--- src/rtl/proc_imm_gen_queue.sv ---
// Immediate generator for decode: computes the immediate at enqueue and queues {imm, err, tag} in order.
// Optional saturating result counters are enabled with `define PROC_IMM_GEN_STATS_EN.
module proc_imm_gen_queue #(
    parameter int p_depth     = 2,
    parameter int p_tag_nbits = 4
) (
    input  logic                   clk,
    input  logic                   reset,
    input  logic                   in_val,
    output logic                   in_rdy,
    input  logic [2:0]             in_imm_type,
    input  logic [31:0]            in_inst,
    input  logic [p_tag_nbits-1:0] in_tag,
    output logic                   out_val,
    input  logic                   out_rdy,
    output logic [31:0]            out_imm,
    output logic                   out_err,
    output logic [p_tag_nbits-1:0] out_tag,
    output logic [31:0]            stat_imm_count,
    output logic [31:0]            stat_err_count
);

    localparam int c_ptr_nbits = (p_depth > 1) ? $clog2(p_depth) : 1;
    localparam int c_cnt_nbits = $clog2(p_depth + 1);
    localparam logic [c_ptr_nbits-1:0] c_last_ptr = c_ptr_nbits'(p_depth - 1);
    localparam logic [c_cnt_nbits-1:0] c_full_cnt = c_cnt_nbits'(p_depth);

    localparam logic [2:0] c_type_i     = 3'd0;
    localparam logic [2:0] c_type_s     = 3'd1;
    localparam logic [2:0] c_type_b     = 3'd2;
    localparam logic [2:0] c_type_u     = 3'd3;
    localparam logic [2:0] c_type_j     = 3'd4;
    localparam logic [2:0] c_type_shamt = 3'd5;

    logic [31:0]            w_imm;
    logic                   w_err;
    logic                   w_enq;
    logic                   w_deq;
    logic                   w_unused_opcode;

    logic [31:0]            r_imm_mem [p_depth];
    logic                   r_err_mem [p_depth];
    logic [p_tag_nbits-1:0] r_tag_mem [p_depth];
    logic [c_ptr_nbits-1:0] r_head;
    logic [c_ptr_nbits-1:0] r_tail;
    logic [c_cnt_nbits-1:0] r_count;

    // The opcode field never contributes to any immediate format.
    assign w_unused_opcode = &{1'b0, in_inst[6:0]};

    // NOTE: every signal written here gets a default first so no path can infer a latch.
    always_comb begin
        w_imm = '0;
        w_err = 1'b0;
        case (in_imm_type)
            c_type_i:     w_imm = {{20{in_inst[31]}}, in_inst[31:20]};
            c_type_s:     w_imm = {{20{in_inst[31]}}, in_inst[31:25], in_inst[11:7]};
            c_type_b:     w_imm = {{19{in_inst[31]}}, in_inst[31], in_inst[7],
                                   in_inst[30:25], in_inst[11:8], 1'b0};
            c_type_u:     w_imm = {in_inst[31:12], 12'b0};
            c_type_j:     w_imm = {{11{in_inst[31]}}, in_inst[31], in_inst[19:12],
                                   in_inst[20], in_inst[30:21], 1'b0};
            c_type_shamt: w_imm = {27'b0, in_inst[24:20]};
            default:      w_err = 1'b1;
        endcase
    end

    assign out_val = (r_count != '0);
    assign w_deq   = out_val && out_rdy;
    // A full queue still accepts when the head leaves this cycle (combinational out_rdy -> in_rdy).
    assign in_rdy  = (r_count != c_full_cnt) || w_deq;
    assign w_enq   = in_val && in_rdy;

    assign out_imm = out_val ? r_imm_mem[r_head] : '0;
    assign out_err = out_val ? r_err_mem[r_head] : 1'b0;
    assign out_tag = out_val ? r_tag_mem[r_head] : '0;

    // NOTE: storage is deliberately not reset; entries are only observable while count is nonzero.
    always_ff @(posedge clk) begin
        if (w_enq) begin
            r_imm_mem[r_tail] <= w_imm;
            r_err_mem[r_tail] <= w_err;
            r_tag_mem[r_tail] <= in_tag;
        end
    end

    // NOTE: sequential state uses non-blocking assignments so all flops update from pre-edge values.
    always_ff @(posedge clk) begin
        if (reset) begin
            r_head  <= '0;
            r_tail  <= '0;
            r_count <= '0;
        end else begin
            if (w_enq) begin
                r_tail <= (r_tail == c_last_ptr) ? '0 : r_tail + c_ptr_nbits'(1);
            end
            if (w_deq) begin
                r_head <= (r_head == c_last_ptr) ? '0 : r_head + c_ptr_nbits'(1);
            end
            case ({w_enq, w_deq})
                2'b10:   r_count <= r_count + c_cnt_nbits'(1);
                2'b01:   r_count <= r_count - c_cnt_nbits'(1);
                default: r_count <= r_count;
            endcase
        end
    end

`ifdef PROC_IMM_GEN_STATS_EN
    logic [31:0] r_stat_imm;
    logic [31:0] r_stat_err;

    always_ff @(posedge clk) begin
        if (reset) begin
            r_stat_imm <= '0;
            r_stat_err <= '0;
        end else if (w_deq) begin
            if (r_stat_imm != '1) r_stat_imm <= r_stat_imm + 32'd1;
            if (out_err && (r_stat_err != '1)) r_stat_err <= r_stat_err + 32'd1;
        end
    end

    assign stat_imm_count = r_stat_imm;
    assign stat_err_count = r_stat_err;
`else
    assign stat_imm_count = '0;
    assign stat_err_count = '0;
`endif

endmodule

--- config.mk ---
export PLATFORM = sky130hd
export DESIGN_NAME = proc_imm_gen_queue
export DESIGN_NICKNAME = d
export VERILOG_FILES = /design/src/rtl/proc_imm_gen_queue.sv
export SDC_FILE = /design/constraint.sdc
export NUM_CORES = 1
export LEC_CHECK = 0
export ABC_AREA = 1
export CAP_MARGIN = 30
export CORE_AREA = 2 2 88 90
export DETAILED_ROUTE_END_ITERATION = 8
export DIE_AREA = 0 0 90 92
export DONT_BUFFER_PORTS = 1
export PLACE_DENSITY_LB_ADDON = 0.3
export SETUP_SLACK_MARGIN = 0.15
export SYNTH_ARGS = -nofsm -noshare
export SYNTH_HDL_FRONTEND = slang
export SYNTH_SLANG_ARGS = --single-unit
--- constraint.sdc ---
create_clock -name clk -period 3.55 [get_ports clk]
set_input_delay 0.1775 -clock clk [delete_from_list [all_inputs] [get_ports clk]]
set_output_delay 0.1775 -clock clk [all_outputs]
set_load 0.01 [all_outputs]
==> results of run 1 <==
==> flip-flops by register name (all words and copies together), names as in the netlist, named ones only <==
register	flops
r_imm_mem	64
r_tag_mem	8
r_count	2
r_err_mem	2
r_head	1
r_tail	1
==> worst reg2reg max path: stages (launching register included) <==
cell	delay (ps)
dfxtp_1	420
inv_1	110
nand3_1	190
nand2_1	150
nor2_4	610
buf_4	360
==> Yosys cell counts (2+ instances only) <==
cell type / n
a21oi_1: 39
buf_2: 6
buf_4: 67
buf_6: 4
clkbuf_1: 2
dfxtp_1: 5
edfxtp_1: 74
inv_1: 19
inv_2: 5
nand2_1: 117
nand3_1: 15
nand3_2: 2
nand3_4: 2
nand4_1: 2
nor2_1: 17
o21ai_0: 5
==> cell families (layout without fill, tap and decap cells) <==
logic type / count (synthesis) / in the layout
fa+ha+maj: 1 / 1
flops: 79 / 79
xor+xnor: 1 / 1
compound gates: 49 / 49
simple gates: 158 / 158
buf+inv: 103 / 49
other cells: 1 / 64
==> routing by layer <==
layer / track usage / share of wire / vias up
met1: 0.200 / 0.39 / 1129
met5: 0 / 0 / -
met4: 0.0833 / 0.0084 / 0
li1: - / - / 1181
met3: 0.0641 / 0.090 / 6
met2: 0.314 / 0.51 / 108
==> what timing repair did <==
| item | in CTS | in global routing |
|---|---|---|
| hold endpoints to repair | 9 | 0 |
| hold buffers | 5 | 0 |
| setup endpoints to repair | 0 | 0 |
==> power groups by stage <==
| stage | clock, mW | sequential, mW | combinational (mW) |
|---|---|---|---|
| after floorplan | 0 | 1.15 | 0.407 |
| after global placement | 0 | 1.16 | 0.432 |
| after detailed placement | 0 | 1.16 | 0.442 |
| after CTS | 0.672 | 1.14 | 0.448 |
| after global routing | 0.710 | 1.14 | 0.492 |
| final | 0.658 | 1.14 | 0.439 |
==> worst max-delay path by stage <==
stage | from | endpoint | slack [ps] | cells past startpoint
after global routing | r_count[0] | r_imm_mem[0][7] | 1220 | 5
after detailed placement | r_count[0] | r_imm_mem[0][27] | 1380 | 5
after floorplan | r_count[0] | r_err_mem[0] | 870 | 4
after CTS | r_count[0] | r_imm_mem[0][9] | 1370 | 5
final | r_count[0] | r_imm_mem[0][9] | 1410 | 5
after global placement | r_count[0] | r_imm_mem[0][27] | 1420 | 5
==> layout make-up <==
cell class                      count  share of cell area
Timing Repair Buffer                9              0.0198
Multi-Input combinational cell    273               0.303
Clock buffer                        9              0.0307
Tap cell                          102              0.0316
Sequential cell                    79               0.575
Inverter                           24              0.0223
Clock inverter                      7              0.0177
==> results.toml, run 1 <==
[outcome]
status = "finished, final reports clean"

[global_route]
grt_pass1_vias = 2244
overflow = 0
groute.usage.overall = 0.181
grt_pass1_wl_um = 11400
grt_max_degree = 38
antenna_found_initial = 0

[die]
start_util = 0.533
io_pins = 146
die_area_um2 = 8280
fp-row-count = 32
die_w_um = 90
die_h_um = 92
core_um2 = 7450

[clocking]
ctsRootBufferMaster = "clkbuf_8"
clk-insertion-delay-late_ps = 340
cts_tree = "yes"
cts_buffers = 9
htreeDepth = 3
post_cts_buffers = 0
cts_sinks = 79
ctsResizeCount = 0
path_clk_slew_ps = 90
clock_path_buffers = 2

[synthesis]
syn-instance-count = 392
synth-simple-area-share = 0.170
synth.distinct_cells = 27
muxShareOfSynthArea = 0
ys_seq_area_frac = 0.585
synth_seq_cells = 79
synth_compound_area_frac = 0.0681
synthesis.area_um2 = 3970
synth.area.top_cells = "edfxtp_1 (56%), buf_4 (13%), nand2_1 (11%)"
yosys_warnings = 0
synth_largest_area_cell = "edfxtp_1"
synth_top_family_by_area = "buffers and inverters"
synth-edff-count = 74
avgSynthCellArea_um2 = 10.1
netlist.area_leader.share = 0.560
synth_fa_ha_area_frac = 0.00315
async_reset_ff_frac = 0
synthXorXnorAreaFrac = 0.00221
synth_ff_type = "edfxtp_1"

[placement]
dpl_worst_slack_ps = 1380
dp.cells = 482
dp_hpwl_um = 4850
port_buffers = 0
place_area_um2 = 3790
gp_congestion = 0.753

[routing]
drt-total-wl_um = 7400
post_drt_wl_per_cell_um = 14.7
via_per_inst = 4.82
drt_iter0_drc = 80
vias = 2424
remaining_drc_errors = 0
ant_nets = 0
drt_pass1_iterations = 4

[timing]
finClkSkew_ps = 9.46
hold_viol = 0
slew_viol_final = 0
finalSetupViolations = 0
rsz0062_at_grt = "false"
min_period_ps = 2140
fmax_mhz = 468
tns_ps = 0
hold_slack_ps = 30.7
max_slew_margin = 0.489
finalWorstSetupSlack_ps = 1410
tightestPinTransition_ps = 764
period_share = 0.602

[critical_path]
start_kind = "register"
rr_endpoint = "r_imm_mem[0][9]"
worstPathCellList = "inv_1, nand3_1, nand2_1, nor2_4, buf_4"
slowest_stage = "nor2_4"
path_max_fanout = 25
critPathKind = "reg2reg"
cp-end-kind = "register"
required_ps = 3590
critPathBufInv = 2
r2r_cells = 5
slowest_delay_ps = 610
rr_startpoint = "r_count[0]"
cp_top_family = "simple AND/OR/NAND/NOR gates"
arrival_ps = 2180
r2r_slack_ps = 1410

[pwr]
pwr-share-clk = 0.294
p_int_mw = 1.53
power.leakage_nw = 1.69
p_sw_mw = 0.702
p_comb_frac = 0.196
switching_share = 0.314
p_per_area_nw_per_um2 = 554
ir_worst_vdd_mv = 0.312
finalPower_mw = 2.24
seq_power_share = 0.509

[hold_path]
min_to = "r_imm_mem[1][16]"
hold_class = "in2reg"
whs_path_depth = 2
hold_start = "in_inst[16]"

[layout]
final_area_um2 = 4040
multi_input_area_um2 = 1220
regArea_um2 = 2320
fillers = 680
nets = 440
layout_commonest_cell = "nand2_1"
drive_above_1_share = 0.0848
layout_common_cells = "nand2_1 (117), edfxtp_1 (74), conb_1 (64)"
syn2layout_area_growth_pct = 1.73
num_antenna_cells = 0
layout.cells.non_filler = 503
final_util = 0.542

[job]
cap_violations = 0
Power figures use the tool's default switching activity.
==> run 2: changes to the inputs <==
==> constraint.sdc (replaced) <==
create_clock -name clk -period 2.2 [get_ports clk]
set_input_delay 0.11 -clock clk [delete_from_list [all_inputs] [get_ports clk]]
set_output_delay 0.11 -clock clk [all_outputs]
set_load 0.01 [all_outputs]
==> run 2 against run 1 <==
  * Worst setup slack worse by 930 ps
  * Core utilization is 3.2 points higher
  * Combinational power rose by 72%
  * Clock power rose by 47%
  * First-iteration DRC count increased by 39%
  * Worst hold slack worse by 21 ps
  * Wire length is 1.7% higher
  * Cell area is 5.8% higher
  * Sequential power increased by 61%
  * Critical endpoint is now out_imm[18]
  * Largest power group unchanged
==> results.toml, run 2 (synthesized netlist as in run 1, its figures left out) <==
[outcome]
status = "finished, final reports clean"

[pwr]
finalPower_mw = 3.56
power.leakage_nw = 1.79
p_per_area_nw_per_um2 = 833
ir_worst_vdd_mv = 0.498

[layout]
final_util = 0.574
layout.cells.non_filler = 526
reg_top3 = "r_imm_mem: 64 flops, r_tag_mem: 8 flops"
nets = 463
syn2layout_area_growth_pct = 7.66
largest-register = "r_imm_mem"
layout_common_cells = "nand2_1 (117), edfxtp_1 (74), conb_1 (64)"
fillers = 625
drive_above_1_share = 0.0896
num_antenna_cells = 0
largest_reg_flops = 64
final_area_um2 = 4270
layout_commonest_cell = "nand2_1"

[critical_path]
crit_end = "out_imm[18]"
path_max_fanout = 26
r2r_cells = 6
critPathKind = "reg2out"
rr_startpoint = "r_count[0]"
required_ps = 2090
cp-end-kind = "output pin"
r2r_slack_ps = 570
slowest_delay_ps = 370
slowest_stage = "inv_2"
rr_endpoint = "r_tail"
start_kind = "register"
arrival_ps = 1610
worstPathCellList = "inv_2, buf_4, nand2_1, a21oi_1"

[die]
die_area_um2 = 8280
io_pins = 146
die_w_um = 90
start_util = 0.533
core_um2 = 7450
die_h_um = 92
fp-row-count = 32

[clocking]
clk-insertion-delay-late_ps = 340
htreeDepth = 3
path_clk_slew_ps = 90
clock_path_buffers = 2
cts_tree = "yes"
ctsRootBufferMaster = "clkbuf_8"
post_cts_buffers = 0
cts_buffers = 9
ctsResizeCount = 0
cts_sinks = 79

[routing]
ant_nets = 0
drt-total-wl_um = 7530
drt_pass1_iterations = 4
drt_iter0_drc = 111
post_drt_wl_per_cell_um = 14.3
via_per_inst = 4.82
vias = 2533
remaining_drc_errors = 0

[timing]
finalSetupViolations = 0
finClkSkew_ps = 4.52
hold_slack_ps = 9.64
finalWorstSetupSlack_ps = 484
rsz0062_at_grt = "false"
slew_viol_final = 0
min_period_ps = 1720
fmax_mhz = 583
hold_viol = 0
period_share = 0.780
tns_ps = 0

[placement]
dpl_worst_slack_ps = 598
dp_hpwl_um = 4820
place_area_um2 = 3830
port_buffers = 0
dp.cells = 484
gp_congestion = 0.781

[global_route]
groute.usage.overall = 0.190
overflow = 0
grt_pass1_wl_um = 12100
grt_pass1_vias = 2481
antenna_found_initial = 0
grt_max_degree = 38

[hold_path]
hold_class = "in2reg"

[job]
cap_violations = 0
[run 2: cell count changes in the layout (fill, tap and decap cells not counted)]
cell           delta
dlygate4sd3_1    +21
buf_12            +2
clkinv_1          -2
clkinvlp_4        +2
bufinv_16         -1
clkinv_2          +1
inv_6             -1
inv_8             +1
[run 2: report_power, final]
part / switching (mW) / internal, mW
Combinational: 0.562 / 0.194
Sequential: 0.0419 / 1.79
Clock: 0.547 / 0.420
Total: 1.15 / 2.41
[run 2: what timing repair did]
action                                 4_1_cts  5_1_grt
hold buffers                                24        2
setup endpoints to repair                    0        0
endpoints found under the hold margin       47        3
[run 2: layout make-up]
cell class	instances	area, um^2	share of cell area
inverter	24	90.1	0.0211
clock inverter	7	56.3	0.0132
tap	102	128	0.0299
sequential	79	2320	0.544
clock buffer	9	124	0.0290
multi-input combinational	273	1220	0.286
timing repair buffer	32	330	0.0773
[run 2: worst min-delay path by stage]
stage / from / endpoint / slack (ps) / depth (start not counted)
floorplan: in_tag[0] / r_tag_mem[0][0] / 210 / 0
global placement: in_tag[3] / r_tag_mem[0][3] / 210 / 0
detailed placement: in_tag[3] / r_tag_mem[0][3] / 210 / 0
CTS: in_inst[20] / r_imm_mem[1][20] / 0.1 / 2
global route: in_inst[26] / r_imm_mem[1][26] / 8 / 2
finish: in_inst[20] / r_imm_mem[1][20] / 10 / 2
[run 2: metal layers]
metal / GRT usage / vias to the layer above / wire length, um
li1: - / 1227 / -
met1: 0.207 / 1178 / 2920
met2: 0.335 / 118 / 3850
met3: 0.0797 / 10 / 640
met4: 0.0628 / 0 / 119
met5: 0 / - / 0
[run 2: critical path, delay by kind of cell, from the launching register on]
family	cells	cell delay, ps
flops	1	320
buf+inv	2	610
simple gates	1	60
compound gates	1	270
